## config.mk

```make
export PLATFORM = sky130hd
export DESIGN_NAME = multicast_ctrl
export DESIGN_NICKNAME = d
export VERILOG_FILES = /design/src/rtl/multicast_ctrl.sv
export SDC_FILE = /design/constraint.sdc
export NUM_CORES = 1
export LEC_CHECK = 0
export ABC_AREA = 1
export ABC_CLOCK_PERIOD_IN_PS = 11700
export BUFFER_PORTS_ARGS = -buffer_cell sky130_fd_sc_hd__buf_2
export CAP_MARGIN = 15
export CORE_UTILIZATION = 50
export DETAILED_ROUTE_END_ITERATION = 10
export GPL_TIMING_DRIVEN = 0
export MAX_ROUTING_LAYER = met4
export PLACE_DENSITY = 0.69
export RECOVER_POWER = 50
export SYNTH_ARGS = -nofsm -noshare
export SYNTH_HDL_FRONTEND = slang
export SYNTH_SLANG_ARGS = --single-unit
export TNS_END_PERCENT = 50
```

## constraint.sdc

```tcl
create_clock -name clk -period 11.7 [get_ports clk]
set_clock_uncertainty 0.05 [all_clocks]
set_input_delay 0.585 -clock clk [delete_from_list [all_inputs] [get_ports clk]]
set_output_delay 0.585 -clock clk [all_outputs]
set_load 0.01 [all_outputs]
```

## src/rtl/multicast_ctrl.sv

```systemverilog
// Row-bus multicast receiver: claims words whose ID matches the loaded tag (or broadcast) into a FWFT staging FIFO.
// One cycle bus-to-PE latency; bus_ready drops only for matching IDs while full and never depends on pe_ready.
module multicast_ctrl #(
    parameter int DATA_WIDTH = 16,
    parameter int ID_WIDTH   = 4,
    parameter int FIFO_DEPTH = 4
) (
    input  logic                          clk,
    input  logic                          rstn,
    input  logic                          flush_tag,
    input  logic [ID_WIDTH-1:0]           tag_in,
    input  logic [ID_WIDTH-1:0]           bus_id,
    input  logic                          bus_valid,
    output logic                          bus_ready,
    input  logic [DATA_WIDTH-1:0]         bus_ifmap,
    input  logic [DATA_WIDTH-1:0]         bus_fltr,
    input  logic [2*DATA_WIDTH-1:0]       bus_psum,
    output logic [DATA_WIDTH-1:0]         pe_ifmap,
    output logic [DATA_WIDTH-1:0]         pe_fltr,
    output logic [2*DATA_WIDTH-1:0]       pe_psum,
    output logic                          pe_valid,
    input  logic                          pe_ready,
    output logic                          tag_valid,
    output logic [$clog2(FIFO_DEPTH):0]   occupancy
);

    localparam int PTR_W = $clog2(FIFO_DEPTH);
    localparam int OCC_W = PTR_W + 1;

    typedef struct packed {
        logic [DATA_WIDTH-1:0]   ifmap;
        logic [DATA_WIDTH-1:0]   fltr;
        logic [2*DATA_WIDTH-1:0] psum;
    } payload_t;

    typedef enum logic {UNARMED = 1'b0, ARMED = 1'b1} state_t;

    state_t              state;
    state_t              state_next;
    logic [ID_WIDTH-1:0] tag;
    payload_t            mem [FIFO_DEPTH];
    logic [PTR_W-1:0]    rd_ptr;
    logic [PTR_W-1:0]    wr_ptr;
    logic [OCC_W-1:0]    count;
    logic                match;
    logic                full;
    logic                push;
    logic                pop;
    payload_t            head;

    always_ff @(posedge clk or negedge rstn) begin
        if (!rstn) state <= UNARMED;
        else       state <= state_next;
    end

    always_comb begin
        state_next = state;
        if (flush_tag) state_next = ARMED;
    end

    always_comb begin
        tag_valid = (state == ARMED);
    end

    assign match     = tag_valid & ((bus_id == tag) | (bus_id == {ID_WIDTH{1'b1}}));
    assign full      = (count == OCC_W'(FIFO_DEPTH));
    assign bus_ready = tag_valid & ~flush_tag & (~match | ~full);
    assign push      = bus_valid & bus_ready & match;
    assign pop       = pe_valid & pe_ready & ~flush_tag;
    assign pe_valid  = (count != '0);
    assign occupancy = count;

    // Empty FIFO presents zeros so stale or reset-era storage never leaks out.
    assign head     = pe_valid ? mem[rd_ptr] : '0;
    assign pe_ifmap = head.ifmap;
    assign pe_fltr  = head.fltr;
    assign pe_psum  = head.psum;

    always_ff @(posedge clk) begin
        if (push) mem[wr_ptr] <= '{ifmap: bus_ifmap, fltr: bus_fltr, psum: bus_psum};
    end

    always_ff @(posedge clk or negedge rstn) begin
        if (!rstn) begin
            tag    <= '0;
            rd_ptr <= '0;
            wr_ptr <= '0;
            count  <= '0;
        end else if (flush_tag) begin
            tag    <= tag_in;
            rd_ptr <= '0;
            wr_ptr <= '0;
            count  <= '0;
        end else begin
            if (push) wr_ptr <= wr_ptr + PTR_W'(1);
            if (pop)  rd_ptr <= rd_ptr + PTR_W'(1);
            case ({push, pop})
                2'b10:   count <= count + OCC_W'(1);
                2'b01:   count <= count - OCC_W'(1);
                default: count <= count;
            endcase
        end
    end

endmodule

```

After elaboration in Yosys (flattened, before gate mapping)
Memories as Yosys holds them, arrays and structs flattened. Cells that the tools add are included. Widths: inputs -> output; s select.

Bits in registers: 12. Output and inout bits: 70. Input bits: 77. Word-level logic and storage cells: 40. RAM bits: 256. Memories: 1.

Reduce and logical (&&, ||, !) cells: 4. $add $sub $neg: 4. Bitwise logic cells: 12. Mux-type cells: 9. Equality and inequality tests: 5.

Memories: mem (words 4, width 64, rd ports 1, clocked after memory_dff 0, wr ports 1, RTL line 41) `payload_t mem [FIFO_DEPTH];`.

Operators with widths (count): $mux 64 (1); $mux 2 (4); $and 1x1->1 (7); $pmux 3 s2 (1); $reduce_bool 3->1 (2); $add 2x1->2 const B (2); $eq 4x4->1 (1); $eq 4x4->1 const B (1); $reduce_bool 2->1 (2); $add 3x1->3 const B (1); $eq 3x3->1 const B (1); $mux 3 (1); $not 1->1 (3); $sub 3x1->3 const B (1); $eq 2x1->1 const B (1); $eq 2x2->1 const B (1); $mux 1 (2); $or 1x1->1 (2).

Depth between registers and ports, before layout
Gate-level depths: netlist of the first run.

Depth after elaboration: 11. Depth in mapped cells: 16. Depth with buffers taken out: 16.

Least setup slack after synthesis of the first run
Ideal clock, no wire load.

Path kind: input to register. From: in bus_id[1]. To: mem mem[0][0] (netlist bit) (enable). Path buffers: 0. Arrival: 3.762 ns. Data required time: 11.164 ns. Path slack: 7.402 ns. Cell stages on the path: 8. Cells stage by stage: inv_1 nand2_1 nand2_1 nor2_1 nand2_1 nand2_2 nand4_4 nor2_1.

Longest elaborated chain between the ends: 10.

Ends and longest elaborated chain: from (decl) (RTL line 12) `input logic [ID_WIDTH-1:0] bus_id,`; $eq 4x4->1 (RTL line 65) `assign match = tag_valid & ((bus_id == tag) | (bus_id == {ID_WIDTH{1'b1}}));`; $or 1x1->1 * (RTL line 65); $and 1x1->1 * (RTL line 65); $not 1->1 (RTL line 67) `assign bus_ready = tag_valid & ~flush_tag & (~match | ~full);`; $or 1x1->1 (RTL line 67); $and 1x1->1 (RTL line 67); $and 1x1->1 (RTL line 68) `assign push = bus_valid & bus_ready & match;`; $and 1x1->1 * (RTL line 68); $mux 1 * (RTL line 80) `if (push) mem[wr_ptr] <= '{ifmap: bus_ifmap, fltr: bus_fltr, psum: bus_psum};`; $mux 1 (implied by the code) * (RTL line 80); to (decl) (RTL line 41).

Mark *: on every way between the ends. The rest lies on a longest branch, timed or not.

Final worst setup path of the first run
From: reg tag[1]. To: mem mem[0][41] (netlist bit) (enable).

Longest elaborated chain between the ends: 10.

Ends and longest elaborated chain: from (decl) (RTL line 40) `logic [ID_WIDTH-1:0] tag;`; from (signal assigned) (RTL line 90) `tag <= tag_in;`; $eq 4x4->1 * (RTL line 65); $or 1x1->1 * (RTL line 65); $and 1x1->1 * (RTL line 65); $not 1->1 (RTL line 67); $or 1x1->1 (RTL line 67); $and 1x1->1 (RTL line 67); $and 1x1->1 (RTL line 68); $and 1x1->1 * (RTL line 68); $mux 1 * (RTL line 80); $mux 1 (implied by the code) * (RTL line 80).

Marks and branches as above.

==> metrics.csv, run 1 <==
metric,value,unit
Routed Antenna Nets,0,
clock buffer depth,3,
GR Util All Layers,0.223,
antenna violations before repair,1,
CP cell instances,inv_1 -> nand2_1 -> nand2_1 -> nor2_1 -> nand2_1 -> nand2_1 -> nand4_1 -> nor2_1 -> buf_12 -> buf_12,
Routed WL per cell,17.3,µm
die width,148,µm
multiplexer share of the synthesized area,0,
Final Hold Fails,0,
Overflow after GRT,0,
# DRC,0,
GP Congestion,0.780,
critical path's top delay family,simple AND/OR/NAND/NOR gates,
"CTS clk-pin slew, worst paths",0.06,ns
I/O Buffers,146,
DIE AREA,21900,µm²
sequential group share of total power,0.436,
via count,6951,
vias in the first global route,6795,
NumNets Final,1135,
Worst Tran Pin Value,1.74,ns
Comb power frac,0.236,
pin count of the biggest net entering global routing,30,
P_sw,736,µW
CP max stage cell,nor2_1,
final setup vio count,0,
failing checks,"capacitance limit, slew limit",
fin. max-slew vios,16,
maxcap violations,1,
VDD IR max,0.143,mV
Layout area overhead,18.5,%
power per cell area,195,nW/µm²
Simple-Gate Fraction of Synth Area,0.117,
vias per cell,5.17,
clk root buf,clkbuf_16,
IO Pins,147,
met2 GRT Util,0.366,
Crit path arrival time,3.63,ns
post-synth net total,951,
Yosys top cell area share,0.721,
Setup Crit Path Kind,reg2reg,
most frequent CP cell,nand2_1,
outcome,finished with violations,
P_leak,0.00456,µW
DRT iter0 DRCs,510,
Yosys top cell by area,edfxtp_1,
period utilisation layout,0.296,
hpwl dp,14.6,mm
Critical Path RT,11.87,ns
met1 Use GR,0.287,
Area contributors post-synth,"edfxtp_1 72%, nor2_1 9.4%, o21ai_0 6.1%",
post-synth cell types,24,
adder-cell area share of the yosys netlist,0.00657,
Mapped Area,10700,µm²
GRT met3 Usage,0.0423,
Syn Inst Count,869,
Placement Rows,53,
global-route wire length before repair,35.8,mm
"Gates resized, CTS repair",0,
worst rel slew slack,-0.164,
TritonCTS Sinks,268,
path depth of the worst reg2reg path,10,
Crit. End Element,register,
Crit path depth,10,
Hold Path Depth,3,
RSZ-0062 raised after global routing,no,
Internal Power,1720,µW
Yosys warning total,0,
worst min-delay path class,in2reg,
Compound-Gate Fraction of Synth Area,0.0955,
Sw Ratio,0.299,
CP bufs+invs,3,
clk_lat worst skew,0.53,ns
startpoint types,register,
R2R setup slack,8.24,ns
"Setup Fix Bufs, Post-CTS",0,
Final min period,3.46,ns
final core occ,0.603,
Fmax,289,MHz
clock buffer count from CTS,27,
Initial Util,0.509,
clock share of power,0.327,
main combinational cell family by area after synthesis,simple AND/OR/NAND/NOR gates,
Worst Path Max Fanout,26,
GRT Max-Usage Layer,met2,
TNS Setup,0,ns
CP max stage delay,1.41,ns
drt first pass iters,4,
H-tree levels,1,
Post-Synth XOR/XNOR Area,0.000821,
TritonCTS clock tree,built,
Core Footprint,21000,µm²
Post-Synthesis Mean Instance Area,12.3,µm²
fraction of layout instances using a drive strength above 1,0.142,
height of the chip,148,µm
post-synthesis sequential area ratio,0.749,
final wirelength,23.2,mm
Yosys reg bits,268,
-- kinds of logic after synthesis --
| family | Yosys count |
|---|---|
| buf+inv | 77 |
| flops | 268 |
| xor+xnor | 1 |
| fa+ha+maj | 5 |
| compound gates | 203 |
| simple gates | 315 |
-- worst paths after layout --
| path | startpoint | endpoint |
|---|---|---|
| worst max-delay path | tag[1] | mem[0][41] |
| worst min-delay path | tag_in[1] | tag[1] |
| worst max register to register | tag[1] | mem[0][41] |
| worst min register to register | tag[1] | tag[1] |
| max in group asynchronous | rstn | wr_ptr[1] |
| min in group asynchronous | rstn | tag_valid |
-- registers in the layout (all words and copies together), names as in the netlist --
signal and count:
tag 4, occupancy 3, wr_ptr 2, tag_valid 1
mem 256, rd_ptr 2
-- worst register-to-register path, cell delays in order (launching register included) --
cell     delay (ns)
dfrtp_1        0.34
inv_1          0.05
nand2_1        0.05
nand2_1        0.05
nor2_1         0.12
nand2_1        0.08
nand2_1        0.11
nand4_1        0.32
nor2_1         1.41
buf_12         0.32
buf_12         0.23
-- repair_timing --
action                     CTS  global route
setup endpoints to repair    0             0
hold buffers                 1             0
hold endpoints to repair    12             0
-- area by class of cell --
class,count,area (µm²)
Antenna cell,1,2.50
Buffer,51,218
Clock buffer,35,716
Clock inverter,9,97.6
Fill cell,1733,8320
Inverter,26,111
Multi-Input combinational cell,524,2330
Sequential cell,268,7990
Tap cell,275,344
Timing Repair Buffer,155,821
-- metrics by stage --
| stage | cell area (µm²) | hold WS, ns | std cells | power, µW | setup WS [ns] |
|---|---|---|---|---|---|
| 2_1_floorplan | 10700 | 0.239 | 869 | 1430 | 7.40 |
| 3_3_place_gp | 11700 | 0.431 | 1290 | 1680 | 5.02 |
| 3_5_place_dp | 11900 | 0.432 | 1298 | 1690 | 8.80 |
| 4_1_cts | 12800 | 0.197 | 1343 | 2490 | 8.60 |
| 5_1_grt | 12600 | 0.212 | 1344 | 2570 | 7.90 |
| 6_report | 12600 | 0.203 | 1344 | 2460 | 8.24 |
-- power groups by stage --
stage / logic (µW) / clock network, µW / registers [µW]
3_3_place_gp: 585 / 0 / 1090
3_5_place_dp: 594 / 0 / 1090
6_report: 581 / 804 / 1070
2_1_floorplan: 335 / 0 / 1090
5_1_grt: 645 / 855 / 1070
4_1_cts: 597 / 815 / 1070
-- layout by cell type (no fill, tap or decap), types with 2 or more instances in the layout --
cell type / count
dfrtp_1: 12
inv_2: 4
buf_12: 7
inv_1: 20
nand2_2: 2
ha_1: 4
clkbuf_16: 27
nor2_4: 2
nand4_1: 3
edfxtp_1: 256
buf_2: 97
clkbuf_1: 103
o21ai_1: 4
clkinv_2: 5
nand2_1: 38
nand3_1: 3
o21ai_0: 131
buf_1: 4
bufinv_16: 2
a21oi_1: 67
nor2_1: 265
clkinv_1: 2
-- Yosys cell counts --
master,count
a21boi_1,1
a21oi_1,67
buf_1,4
buf_2,23
bufinv_8,1
clkbuf_1,24
clkinv_1,1
dfrtp_1,12
edfxtp_1,256
fa_1,1
ha_1,4
inv_1,20
inv_2,4
nand2_1,34
nand2_2,6
nand3_1,3
nand4_1,2
nand4_4,1
nor2_1,267
nor2_8,1
nor3_2,1
o21ai_0,131
o21ai_1,4
xnor2_1,1
-- routing by layer --
| metal | vias up | part of all wire |
|---|---|---|
| li1 | 3405 | - |
| met1 | 3287 | 0.42 |
| met2 | 233 | 0.49 |
| met3 | 26 | 0.075 |
| met4 | 0 | 0.013 |
| met5 | - | 0 |
Power figures use the tool's default switching activity.
==> run 2: changes to the inputs <==
--- a/config.mk
+++ b/config.mk
@@ -6,14 +6,14 @@
 export NUM_CORES = 1
 export LEC_CHECK = 0
 export ABC_AREA = 1
-export ABC_CLOCK_PERIOD_IN_PS = 11700
+export ABC_CLOCK_PERIOD_IN_PS = 2900
 export BUFFER_PORTS_ARGS = -buffer_cell sky130_fd_sc_hd__buf_2
 export CAP_MARGIN = 15
 export CORE_UTILIZATION = 50
 export DETAILED_ROUTE_END_ITERATION = 10
 export GPL_TIMING_DRIVEN = 0
 export MAX_ROUTING_LAYER = met4
-export PLACE_DENSITY = 0.69
+export PLACE_DENSITY = 0.72
 export RECOVER_POWER = 50
 export SYNTH_ARGS = -nofsm -noshare
 export SYNTH_HDL_FRONTEND = slang
==> constraint.sdc (replaced) <==
create_clock -name clk -period 2.9 [get_ports clk]
set_clock_uncertainty 0.05 [all_clocks]
set_input_delay 0.145 -clock clk [delete_from_list [all_inputs] [get_ports clk]]
set_output_delay 0.145 -clock clk [all_outputs]
set_load 0.01 [all_outputs]
==> metrics.csv, run 2 (same netlist as run 1, synthesis figures left out) <==
metric,value,unit,change
max FFs per register,256,,unchanged
DRT iter0 DRCs,492,,-3.5%
clock buffer depth,3,,unchanged
"Power, Total",10100,µW,+310%
Worst Hold End,tag_valid,,
antenna violations before repair,1,,unchanged
Fmax,388,MHz,
height of the chip,148,µm,unchanged
RSZ-0062 raised after global routing,no,,
fin. max-slew vios,0,,-16
Worst Path Max Fanout,10,,-62%
Final Hold Fails,0,,unchanged
GP Congestion,0.784,,+0.50%
global-route wire length before repair,37.4,mm,+4.5%
I/O Buffers,146,,unchanged
Reg with most FFs,mem,,
Routed Antenna Nets,0,,unchanged
Layout area overhead,25.9,%,
Crit. End Element,output port,,
"most common cell after layout, fill and taps aside",nor2_1,,
Overflow after GRT,0,,unchanged
Placement Rows,53,,unchanged
fraction of layout instances using a drive strength above 1,0.141,,-0.00159
vias in the first global route,7366,,+8.4%
NumNets Final,1206,,+6.3%
dpl ws,0.545,ns,-8.26 ns
GR Util All Layers,0.229,,+0.00609
VDD IR max,0.736,mV,+410%
hpwl dp,14.7,mm,+0.63%
TritonCTS clock tree,built,,
final setup vio count,0,,unchanged
# DRC,0,,unchanged
fin worst setup slack,0.325,ns,-7.91 ns
P_leak,0.00488,µW,+7.0%
R2R setup slack,0.52,ns,-7.72 ns
Hold Path Depth,3,,unchanged
worst min-delay path class,in2reg,,
most frequent CP cell,buf_2,,
path depth of the worst reg2reg path,9,,-1
# fillers,1614,,-6.9%
Critical Path RT,2.71,ns,-9.16 ns
"CTS clk-pin slew, worst paths",0.06,ns,about the same
TritonCTS Sinks,268,,unchanged
Worst Tran Pin Value,0.845,ns,-0.895 ns
period utilisation layout,0.888,,
worst hold start,flush_tag,,
clock buffer count from CTS,27,,unchanged
Setup Crit Path Kind,reg2out,,
clk_lat worst skew,0.52,ns,about the same
final wirelength,24.1,mm,+3.7%
H-tree levels,1,,unchanged
drt first pass iters,5,,+1
worst rel slew slack,0.436,,+0.600
"Gates resized, CTS repair",0,,unchanged
CP max stage cell,clkbuf_1,,
outcome,completed,,
Final min period,2.57,ns,
DIE AREA,21900,µm²,unchanged
pin count of the biggest net entering global routing,30,,unchanged
Crit path arrival time,2.38,ns,-1.25 ns
most frequent cells in the layout,"263 x nor2_1, 256 x edfxtp_1, 131 x o21ai_0",,
startpoint types,register,,
worst reg2reg endpoint,mem[1][23],,
CP max stage delay,0.39,ns,-1.02 ns
power per cell area,755,nW/µm²,+290%
via count,7465,,+7.4%
reg2reg start,tag[2],,
clk root buf,clkbuf_16,,
hold_ws,0.0215,ns,-0.181 ns
IO Pins,147,,unchanged
die width,148,µm,unchanged
Core Footprint,21000,µm²,unchanged
Initial Util,0.509,,unchanged
Routed WL per cell,17.0,µm,-1.9%
TNS Setup,0,ns,unchanged
vias per cell,5.26,,+1.6%
CP cell instances,buf_2 -> inv_2 -> buf_2 -> clkbuf_1 -> o21ai_0 -> a21oi_1 -> buf_2,,
maxcap violations,0,,-1
[run 2: cell count changes in the layout (fill, tap and decap cells not counted), moves of 2 or more]
| cell | before | now |
|---|---|---|
| nor2_1 | 265 | 263 |
| clkbuf_1 | 103 | 95 |
| buf_2 | 97 | 100 |
| nor2_4 | 2 | 4 |
| dlygate4sd3_1 | 1 | 72 |
| clkinv_1 | 2 | 10 |
| clkinvlp_4 | 0 | 2 |
[run 2: power breakdown]
part	total (µW)	internal [µW]	switching, µW	leakage (µW)
sequential	4330	4290	38.0	0.00245
combinational	2460	825	1630	0.00201
clock	3340	1960	1380	0.000416
total	10100	7080	3050	0.00488
[run 2: layout make-up]
cell class                      instances  area (µm²)  area share
Sequential cell                       268        7990       0.595
Multi-Input combinational cell        524        2370       0.176
Timing Repair Buffer                  226        1530       0.114
Clock buffer                           29         683      0.0509
Tap cell                              275         344      0.0256
Buffer                                 51         219      0.0163
Clock inverter                         20         173      0.0129
Inverter                               26         111     0.00830
Antenna cell                            1        2.50    0.000186
[run 2: what timing repair did]
| action | CTS | global route |
|---|---|---|
| hold endpoints to repair | 274 | 0 |
| setup buffers | 0 | 0 |
| hold buffers | 72 | 0 |
[run 2: worst max path at each step]
stage | start | endpoint | slack, ns | depth (start not counted)
final | rd_ptr[0] | pe_fltr[14] | 0.33 | 7
after CTS | rd_ptr[0] | pe_fltr[14] | 0.30 | 7
after global routing | rd_ptr[0] | pe_ifmap[12] | 0.14 | 8
after detailed placement | tag[1] | mem[1][36] | 0.54 | 9
after floorplan | tag[1] | mem[0][0] | -0.11 | 7
after global placement | tag[1] | mem[1][42] | -1.44 | 8
[run 2: through the flow]
step,utilization,cells,area [µm²]
2_1_floorplan,-,869,10700
3_3_place_gp,0.561,1290,11700
3_5_place_dp,0.570,1298,11900
4_1_cts,0.645,1419,13500
5_1_grt,0.640,1420,13400
6_report,0.640,1420,13400
[run 2: layer usage]
metal | routed length (µm) | track usage | share of wire | vias up
met2 | 12000 | 0.385 | 0.50 | 307
met4 | 484 | 0.0696 | 0.020 | 0
met1 | 9760 | 0.280 | 0.41 | 3561
met5 | 0 | - | 0 | -
li1 | - | - | - | 3552
met3 | 1880 | 0.0432 | 0.078 | 45
[run 2: worst max-delay path, delay by kind of cell, from the launching register on]
family / cells / cell delay [ns]
buffers and inverters: 5 / 1.01
DFF: 1 / 0.37
AOI/OAI and AO/OA: 2 / 0.49
